## src/rtl/hub75_row_driver.sv

```systemverilog
// hub75_row_driver: scans row pairs of a HUB75-style LED panel, shifting one
// pixel pair per column out of a frame buffer with 1-cycle read latency.
module hub75_row_driver #(
    parameter int COLS       = 32,
    parameter int ROW_ADDR_W = 4,
    parameter int CLK_DIV    = 2,
    parameter int ON_CYCLES  = 64
) (
    input  logic                    clk,
    input  logic                    CLR,
    input  logic                    en,
    output logic [ROW_ADDR_W-1:0]   pix_row,
    output logic [$clog2(COLS)-1:0] pix_col,
    input  logic [5:0]              pix_rgb,
    output logic [5:0]              rgb,
    output logic                    sclk,
    output logic                    lat,
    output logic                    n_oe,
    output logic [ROW_ADDR_W-1:0]   addr,
    output logic                    frame_done,
    output logic                    busy
);
    localparam int COL_W = $clog2(COLS);
    localparam int K_W   = $clog2(2 * CLK_DIV);
    localparam int CNT_W = $clog2(ON_CYCLES + 1);

    localparam logic [2:0] S_IDLE    = 3'd0;
    localparam logic [2:0] S_SHIFT   = 3'd1;
    localparam logic [2:0] S_BLANK   = 3'd2;
    localparam logic [2:0] S_LATCH   = 3'd3;
    localparam logic [2:0] S_DISPLAY = 3'd4;

    localparam logic [K_W-1:0]        K_LAST      = K_W'(2 * CLK_DIV - 1);
    localparam logic [K_W-1:0]        K_SCLK_HI   = K_W'(CLK_DIV);
    localparam logic [K_W-1:0]        K_LOAD      = K_W'(1);
    localparam logic [COL_W-1:0]      COL_LAST    = COL_W'(COLS - 1);
    localparam logic [CNT_W-1:0]      CNT_ON_LAST = CNT_W'(ON_CYCLES - 1);
    localparam logic [CNT_W-1:0]      CNT_LAT_LAST = CNT_W'(1);
    localparam logic [ROW_ADDR_W-1:0] ROW_LAST    = '1;

    logic [2:0]            state_q, state_d;
    logic [K_W-1:0]        k_q, k_d;
    logic [COL_W-1:0]      col_q, col_d;
    logic [CNT_W-1:0]      cnt_q, cnt_d;
    logic [ROW_ADDR_W-1:0] row_q, row_d;

    logic [5:0]            rgb_q, rgb_d;
    logic                  sclk_q, sclk_d;
    logic                  lat_q, lat_d;
    logic                  n_oe_q, n_oe_d;
    logic [ROW_ADDR_W-1:0] addr_q, addr_d;
    logic [ROW_ADDR_W-1:0] pix_row_q, pix_row_d;
    logic [COL_W-1:0]      pix_col_q, pix_col_d;
    logic                  frame_done_q, frame_done_d;
    logic                  busy_q, busy_d;

    always_comb begin
        state_d      = state_q;
        k_d          = k_q;
        col_d        = col_q;
        cnt_d        = cnt_q;
        row_d        = row_q;
        frame_done_d = 1'b0;
        case (state_q)
            S_IDLE: begin
                if (en) begin
                    state_d = S_SHIFT;
                    k_d     = '0;
                    col_d   = '0;
                end
            end
            S_SHIFT: begin
                if (k_q == K_LAST) begin
                    k_d = '0;
                    if (col_q == COL_LAST) begin
                        state_d = S_BLANK;
                    end else begin
                        col_d = col_q + 1'b1;
                    end
                end else begin
                    k_d = k_q + 1'b1;
                end
            end
            S_BLANK: begin
                state_d = S_LATCH;
                cnt_d   = '0;
            end
            S_LATCH: begin
                if (cnt_q == CNT_LAT_LAST) begin
                    state_d = S_DISPLAY;
                    cnt_d   = '0;
                end else begin
                    cnt_d = cnt_q + 1'b1;
                end
            end
            S_DISPLAY: begin
                if (cnt_q == CNT_ON_LAST) begin
                    // Row advances even when stopping so a later enable resumes on the next row.
                    row_d        = row_q + 1'b1;
                    frame_done_d = (row_q == ROW_LAST);
                    k_d          = '0;
                    col_d        = '0;
                    state_d      = en ? S_SHIFT : S_IDLE;
                end else begin
                    cnt_d = cnt_q + 1'b1;
                end
            end
            default: state_d = S_IDLE;
        endcase
    end

    // Outputs are decoded from the next state so each registered output lines up with its state.
    always_comb begin
        sclk_d    = (state_d == S_SHIFT) && (k_d >= K_SCLK_HI);
        lat_d     = (state_d == S_LATCH);
        n_oe_d    = (state_d != S_DISPLAY);
        busy_d    = (state_d != S_IDLE);
        addr_d    = (state_d == S_BLANK) ? row_q : addr_q;
        pix_col_d = ((state_d == S_SHIFT) && (k_d == '0)) ? col_d : pix_col_q;
        pix_row_d = ((state_d == S_SHIFT) && (k_d == '0)) ? row_d : pix_row_q;
        rgb_d     = ((state_q == S_SHIFT) && (k_q == K_LOAD)) ? pix_rgb : rgb_q;
    end

    always_ff @(posedge clk or negedge CLR) begin
        if (!CLR) begin
            state_q      <= S_IDLE;
            k_q          <= '0;
            col_q        <= '0;
            cnt_q        <= '0;
            row_q        <= '0;
            rgb_q        <= '0;
            sclk_q       <= 1'b0;
            lat_q        <= 1'b0;
            n_oe_q       <= 1'b1;
            addr_q       <= '0;
            pix_row_q    <= '0;
            pix_col_q    <= '0;
            frame_done_q <= 1'b0;
            busy_q       <= 1'b0;
        end else begin
            state_q      <= state_d;
            k_q          <= k_d;
            col_q        <= col_d;
            cnt_q        <= cnt_d;
            row_q        <= row_d;
            rgb_q        <= rgb_d;
            sclk_q       <= sclk_d;
            lat_q        <= lat_d;
            n_oe_q       <= n_oe_d;
            addr_q       <= addr_d;
            pix_row_q    <= pix_row_d;
            pix_col_q    <= pix_col_d;
            frame_done_q <= frame_done_d;
            busy_q       <= busy_d;
        end
    end

    assign rgb        = rgb_q;
    assign sclk       = sclk_q;
    assign lat        = lat_q;
    assign n_oe       = n_oe_q;
    assign addr       = addr_q;
    assign pix_row    = pix_row_q;
    assign pix_col    = pix_col_q;
    assign frame_done = frame_done_q;
    assign busy       = busy_q;

endmodule
```

## config.mk

```make
export PLATFORM = sky130hd
export DESIGN_NAME = hub75_row_driver
export DESIGN_NICKNAME = d
export VERILOG_FILES = /design/src/rtl/hub75_row_driver.sv
export SDC_FILE = /design/constraint.sdc
export NUM_CORES = 1
export LEC_CHECK = 0
export ABC_AREA = 0
export BUFFER_PORTS_ARGS = -buffer_cell sky130_fd_sc_hd__buf_4
export CORE_MARGIN = 2
export CORE_UTILIZATION = 47
export DETAILED_ROUTE_END_ITERATION = 12
export GPL_TIMING_DRIVEN = 0
export PLACE_DENSITY = 0.68
export SETUP_SLACK_MARGIN = 0.2
export SLEW_MARGIN = 20
export SYNTH_ARGS = -nofsm -noshare
export SYNTH_HDL_FRONTEND = slang
export SYNTH_SLANG_ARGS = --single-unit
```

## constraint.sdc

```tcl
create_clock -name clk -period 4 [get_ports clk]
set_input_delay 0.4 -clock clk [delete_from_list [all_inputs] [get_ports clk]]
set_output_delay 0.4 -clock clk [all_outputs]
set_load 0.1 [all_outputs]
```

Word-level counts from Yosys, hierarchy flattened
Cells that the tools add are included. W data, S select, Z words.

$add $sub $neg: 4. Order comparisons: 1. Eq/ne operators: 15. Multiplexer cells: 23. Reductions and logical operators: 8.

Operator list (count): $pmux W7 S3 (1); $mux W5 (4); $mux W3 (5); $pmux W3 S5 (1); $pmux W5 S3 (1); $mux W7 (2); $eq A3 B2 Y1 const B (4); $mux W4 (2); $add A7 B1 Y7 const B (1); $eq A7 B1 Y1 const B (1); $eq A7 B6 Y1 const B (1); $eq A3 B1 Y1 const B (2); $mux W2 (3); $pmux W2 S3 (1); $reduce_bool A3 Y1 (2); $add A5 B1 Y5 const B (1); $eq A5 B5 Y1 const B (1); $add A4 B1 Y4 const B (1); $eq A4 B4 Y1 const B (1); $eq A3 B3 Y1 const B (1); $logic_and A1 B1 Y1 (3); $logic_not A3 Y1 (1); $mux W1 (3); $ne A3 B3 Y1 const B (1); other kinds (7) (7).

Bits in registers: 45.

Logic depth before layout (Yosys ltp)
Depth in word-level cells: 6. Mapped depth: 7. Gate-level depth less buffers: 7.

Least setup slack after synthesis
Ideal clock, no wire load.

Path type: register -> register. From: reg k_q[0]. To: reg pix_col_q[0] (netlist: pix_col[0]). Setup time: 126 ps. Data arrival time: 1718 ps. Data required time: 3874 ps. Path slack: 2156 ps. Stages on the path, launching flop included: 6. Buffers on the path: 0. Period minus slack after synthesis: 1844 ps. Path through: dfrtp_1 > ha_1 > and4_1 > a211oi_1 > o22ai_2 > mux2_2.

Word-level cells in the longest chain between the ends: 5. Elaborated cells on any way between the ends: 13. Those cells by class: 1 x add/sub; 2 x eq/ne; 8 x mux; 2 x reduce/logical.

Ends and longest elaborated chain: from (decl) (RTL line 42) `logic [K_W-1:0] k_q, k_d;`; from (signal assigned) (RTL line 142) `k_q <= k_d;`; $add A2 B1 Y2 or $eq A2 B2 Y1 (tied branches) (RTL line 81, 73); $mux W2 or $mux W3 (tied branches) (RTL line 73) `if (k_q == K_LAST) begin`; $pmux W2 S3 or $pmux W3 S5 (tied branches) (RTL line 64) `case (state_q)`; $logic_not A2 Y1 or $eq A3 B1 Y1 (tied branches) (RTL line 119) `pix_col_d = ((state_d == S_SHIFT) && (k_d == '0)) ? col_d : pix_col_q;`; $logic_and A1 B1 Y1 (RTL line 119); to (signal assigned) (RTL line 152) `pix_col_q <= pix_col_d;`; to (decl) (RTL line 53) `logic [COL_W-1:0] pix_col_q, pix_col_d;`.

Parallel ways exist; a longest one is shown, timed or not. A chain may end at the register's enable or synchronous reset.

Worst setup path in the final report
From: reg k_q[0]. To: reg pix_row_q[0] (netlist: pix_row[0]).

Word-level cells in the longest chain between the ends: 5. Elaborated cells on any way between the ends: 11. Those cells by class: 1 x add/sub; 2 x eq/ne; 6 x mux; 2 x reduce/logical.

Ends and longest elaborated chain: $add A2 B1 Y2 or $eq A2 B2 Y1 (tied branches) (RTL line 81, 73); $mux W2 or $mux W3 (tied branches) (RTL line 73); $pmux W2 S3 or $pmux W3 S5 (tied branches) (RTL line 64); $logic_not A2 Y1 or $eq A3 B1 Y1 (tied branches) (RTL line 120) `pix_row_d = ((state_d == S_SHIFT) && (k_d == '0)) ? row_d : pix_row_q;`; $logic_and A1 B1 Y1 * (RTL line 120); to (signal assigned) (RTL line 151) `pix_row_q <= pix_row_d;`; to (decl) (RTL line 52) `logic [ROW_ADDR_W-1:0] pix_row_q, pix_row_d;`.

Mark *: on every way between the ends. The rest lies on a longest branch, timed or not.

==> key figures <==
Status
  • Status: completed

Layout
  • Share of cells above drive strength 1: 30.2%
  • Final non-filler cell total: around 260
  • Finished Cell Area: ~2500 sq um
  • Antenna diode count: 0
  • Synthesis-to-finish area growth: 20.5%
  • Nets: 226

STA
  • Min Tclk post-route: 2170 ps
  • Max-slew violations: 0
  • Post-route setup TNS: 0 ps
  • Final Cycle Share: 54.2%
  • F_max: around 0.46 GHz
  • Slew @ Worst Pin: 610 ps
  • Final setup vio count: 0
  • Clock Skews: 7.48 ps
  • RSZ-0062 raised after global routing: false
  • Final-report hold violation count: 0
  • Normalized max-slew margin: 58.9%

Pwr
  • Clock share of power: 17.5%
  • P_sw: slightly above 900 uW
  • Leakage power: about 0.0012 uW
  • Sequential Power Share: 32.7%
  • Sw Share: 46.9%
  • Pwr/cell area: between 800 and 900 nW/um^2
  • Peak VDD IR: 0.449 mV
  • Comb power frac: 49.8%
  • Power, Total: 1970 uW
  • Internal power: ~1000 uW

Floorplanning
  • Boundary pin count: 33
  • Initial core utilization: about half
  • Die width: 69.9 microns
  • Die area: 4890 sq um
  • Core region area: 4090 sq um
  • Die height: 69.9 microns
  • FP Rows: 23

Drt
  • Total Wirelength: 3970 microns
  • Routed len/inst: 15.1 microns
  • Router iterations before antenna repair: 4
  • Initial DRC Count: 63
  • Drc violations: 0
  • DR vias: 1479
  • Final ANT Viol Nets: 0
  • Vias per cell: 5.65

Setup path
  • CP Class: reg2reg
  • Critical Path AT: approximately 2300 ps
  • Crit path max fanout: 10
  • Worst Path Required: approximately 4200 ps
  • Worst setup SP type: register
  • Critical Path End Type: register

Logic synthesis
  • Number of synthesized flops with an enable pin: 0
  • Synth Warn #: 0
  • Synth cell types: 44
  • Synth async-reset ratio: 100%
  • Primary FF master, synth: dfrtp_1
  • Average instance area after synthesis: between 10 and 15 sq um
  • Syn nets: 187
  • Cells after Synth: roughly 170
  • Register area share after synthesis: 55.2%
  • #FFs+latches synth: 45
  • Mapped Area: between 2000 and 2500 sq um

Place
  • Placed Area: 2340 sq um
  • Placed Cells: 254
  • Buffers on Ports: 32
  • RD Place Congestion: 0.865
  • DP HPWL: 2860 microns

Clock tree
  • Post_cts resized: 0
  • CTS buffer count: 5
  • Worst-path clk slew: roughly 80 ps
  • CTS tree: yes
  • Post-CTS setup buffer count: 0
  • Cts hold-fix bufs: 0
  • Clk_lat worst skew: 290 ps
  • Sinks on Clock Net: 45
  • Clk root buf: clkbuf_8
  • Clock buffer depth: 2
  • H-tree levels: 2

Global route
  • Vias in the first global route: 1416
  • Antenna violations before repair: 0
  • Total gr overflow: 0
  • Pin count of the biggest net entering global routing: 46
  • Global-route wire length before repair: 6830 microns
  • GRT Util Overall: 17.6%

Min path
  • Hold WC Path Type: in2async

Flow run
  • Maximum Capacitance Violations: 0
power by group through the flow:
| stage | Sequential (uW) | Combinational (uW) | Clock (uW) |
|---|---|---|---|
| global route | 662 | 1030 | 377 |
| global placement | 644 | 964 | 0 |
| floorplan | 1100 | 321 | 0 |
| finish | 644 | 979 | 345 |
| CTS | 644 | 985 | 360 |
| detailed placement | 652 | 982 | 0 |
through the flow:
step	worst slack [ps]	hold WS [ps]	util, %
CTS	1810	104	60.2
floorplan	2160	104	-
finish	1830	92.9	60.2
detailed placement	1820	438	57.3
global route	1630	130	60.2
global placement	1850	421	57.3
synthesized netlist by cell type, types with 2 or more instances:
| cell | number | area (sq um) |
|---|---|---|
| a31oi_1 | 2 | 12.5 |
| nor2_1 | 12 | 45.0 |
| a22o_1 | 5 | 43.8 |
| nand4_1 | 2 | 12.5 |
| o2bb2ai_1 | 2 | 17.5 |
| nand2_1 | 9 | 33.8 |
| clkbuf_1 | 3 | 11.3 |
| ha_1 | 6 | 75.1 |
| and4_1 | 2 | 17.5 |
| dfrtp_1 | 44 | 1100 |
| o21bai_1 | 2 | 15.0 |
| nor3_1 | 2 | 10.0 |
| and2_1 | 2 | 12.5 |
| o22a_1 | 2 | 17.5 |
| mux2_2 | 20 | 225 |
| xnor2_1 | 2 | 17.5 |
| o21ai_0 | 8 | 40.0 |
| nand2b_1 | 4 | 25.0 |
| and3_1 | 6 | 37.5 |
| a21oi_1 | 5 | 25.0 |
| inv_1 | 8 | 30.0 |
| nor2b_1 | 2 | 12.5 |
sequential cells by signal, summed over array words and instances (netlist names):
signal / cells
state_q: 3
busy: 1
row_q: 4
cnt_q: 7
pix_row: 4
pix_col: 5
frame_done: 1
rgb: 6
addr: 4
lat: 1
n_oe: 1
col_q: 5
k_q: 2
sclk: 1
cells in the final DEF, fill, tap and decap left out, drive strengths merged, types with 3 or more instances in the layout:
cell type,count
mux2,20
a21oi,5
nand2b,4
nand2,9
nor3,3
clkbuf,10
dfrtp,44
o21ai,9
a22o,5
buf,32
inv,8
and3,6
and2,3
ha,6
nor2,13
logic make-up (layout without fill, tap and decap cells):
family | after synthesis | after routing | share of synthesized area, %
simple gates | 49 | 49 | 13.4
flops | 45 | 45 | 55.2
compound gates | 37 | 37 | 12.9
mux | 21 | 21 | 11.5
buf+inv | 11 | 51 | 2.02
fa+ha+maj | 6 | 6 | 3.68
xor+xnor | 3 | 3 | 1.29
critical path: stages, from the launching register on:
cell and delay (ps):
dfrtp_1 430, ha_1 310, and4_1 270, a211oi_1 110
o22ai_2 530, mux2_2 400
cell type report:
cell class / count / area, sq um
plain buffers: 3 / 11.3
clock buffers: 7 / 86.3
clock inverters: 1 / 30.0
fillers: 336 / 1630
inverters: 8 / 30.0
multi-input cells: 116 / 872
flip-flops and latches: 45 / 1130
well taps: 50 / 62.6
repair buffers: 32 / 240
worst paths after layout:
check	startpoint	endpoint	slack [ps]	depth (start not counted)
worst max-delay path	k_q[0]$_DFF_PN0_	pix_row[0]$_DFFE_PN0P_	1830	5
worst max register to register	k_q[0]$_DFF_PN0_	pix_row[0]$_DFFE_PN0P_	1830	5
max in group asynchronous	CLR	addr[1]$_DFFE_PN0N_	3530	1
min in group clk	pix_rgb[1]	rgb[1]$_DFFE_PN0P_	330	2
worst min-delay path	CLR	sclk$_DFF_PN0_	90	1
worst min register to register	pix_col[1]$_DFFE_PN0P_	pix_col[1]$_DFFE_PN0P_	500	2
per-layer routing:
layer	vias up	global-route usage, %	wire length [microns]
met5	-	0	0
met4	0	7.69	73
met3	8	4.47	167
met2	32	27.0	1930
met1	735	23.9	1800
li1	704	-	-
Power figures use the tool's default switching activity.
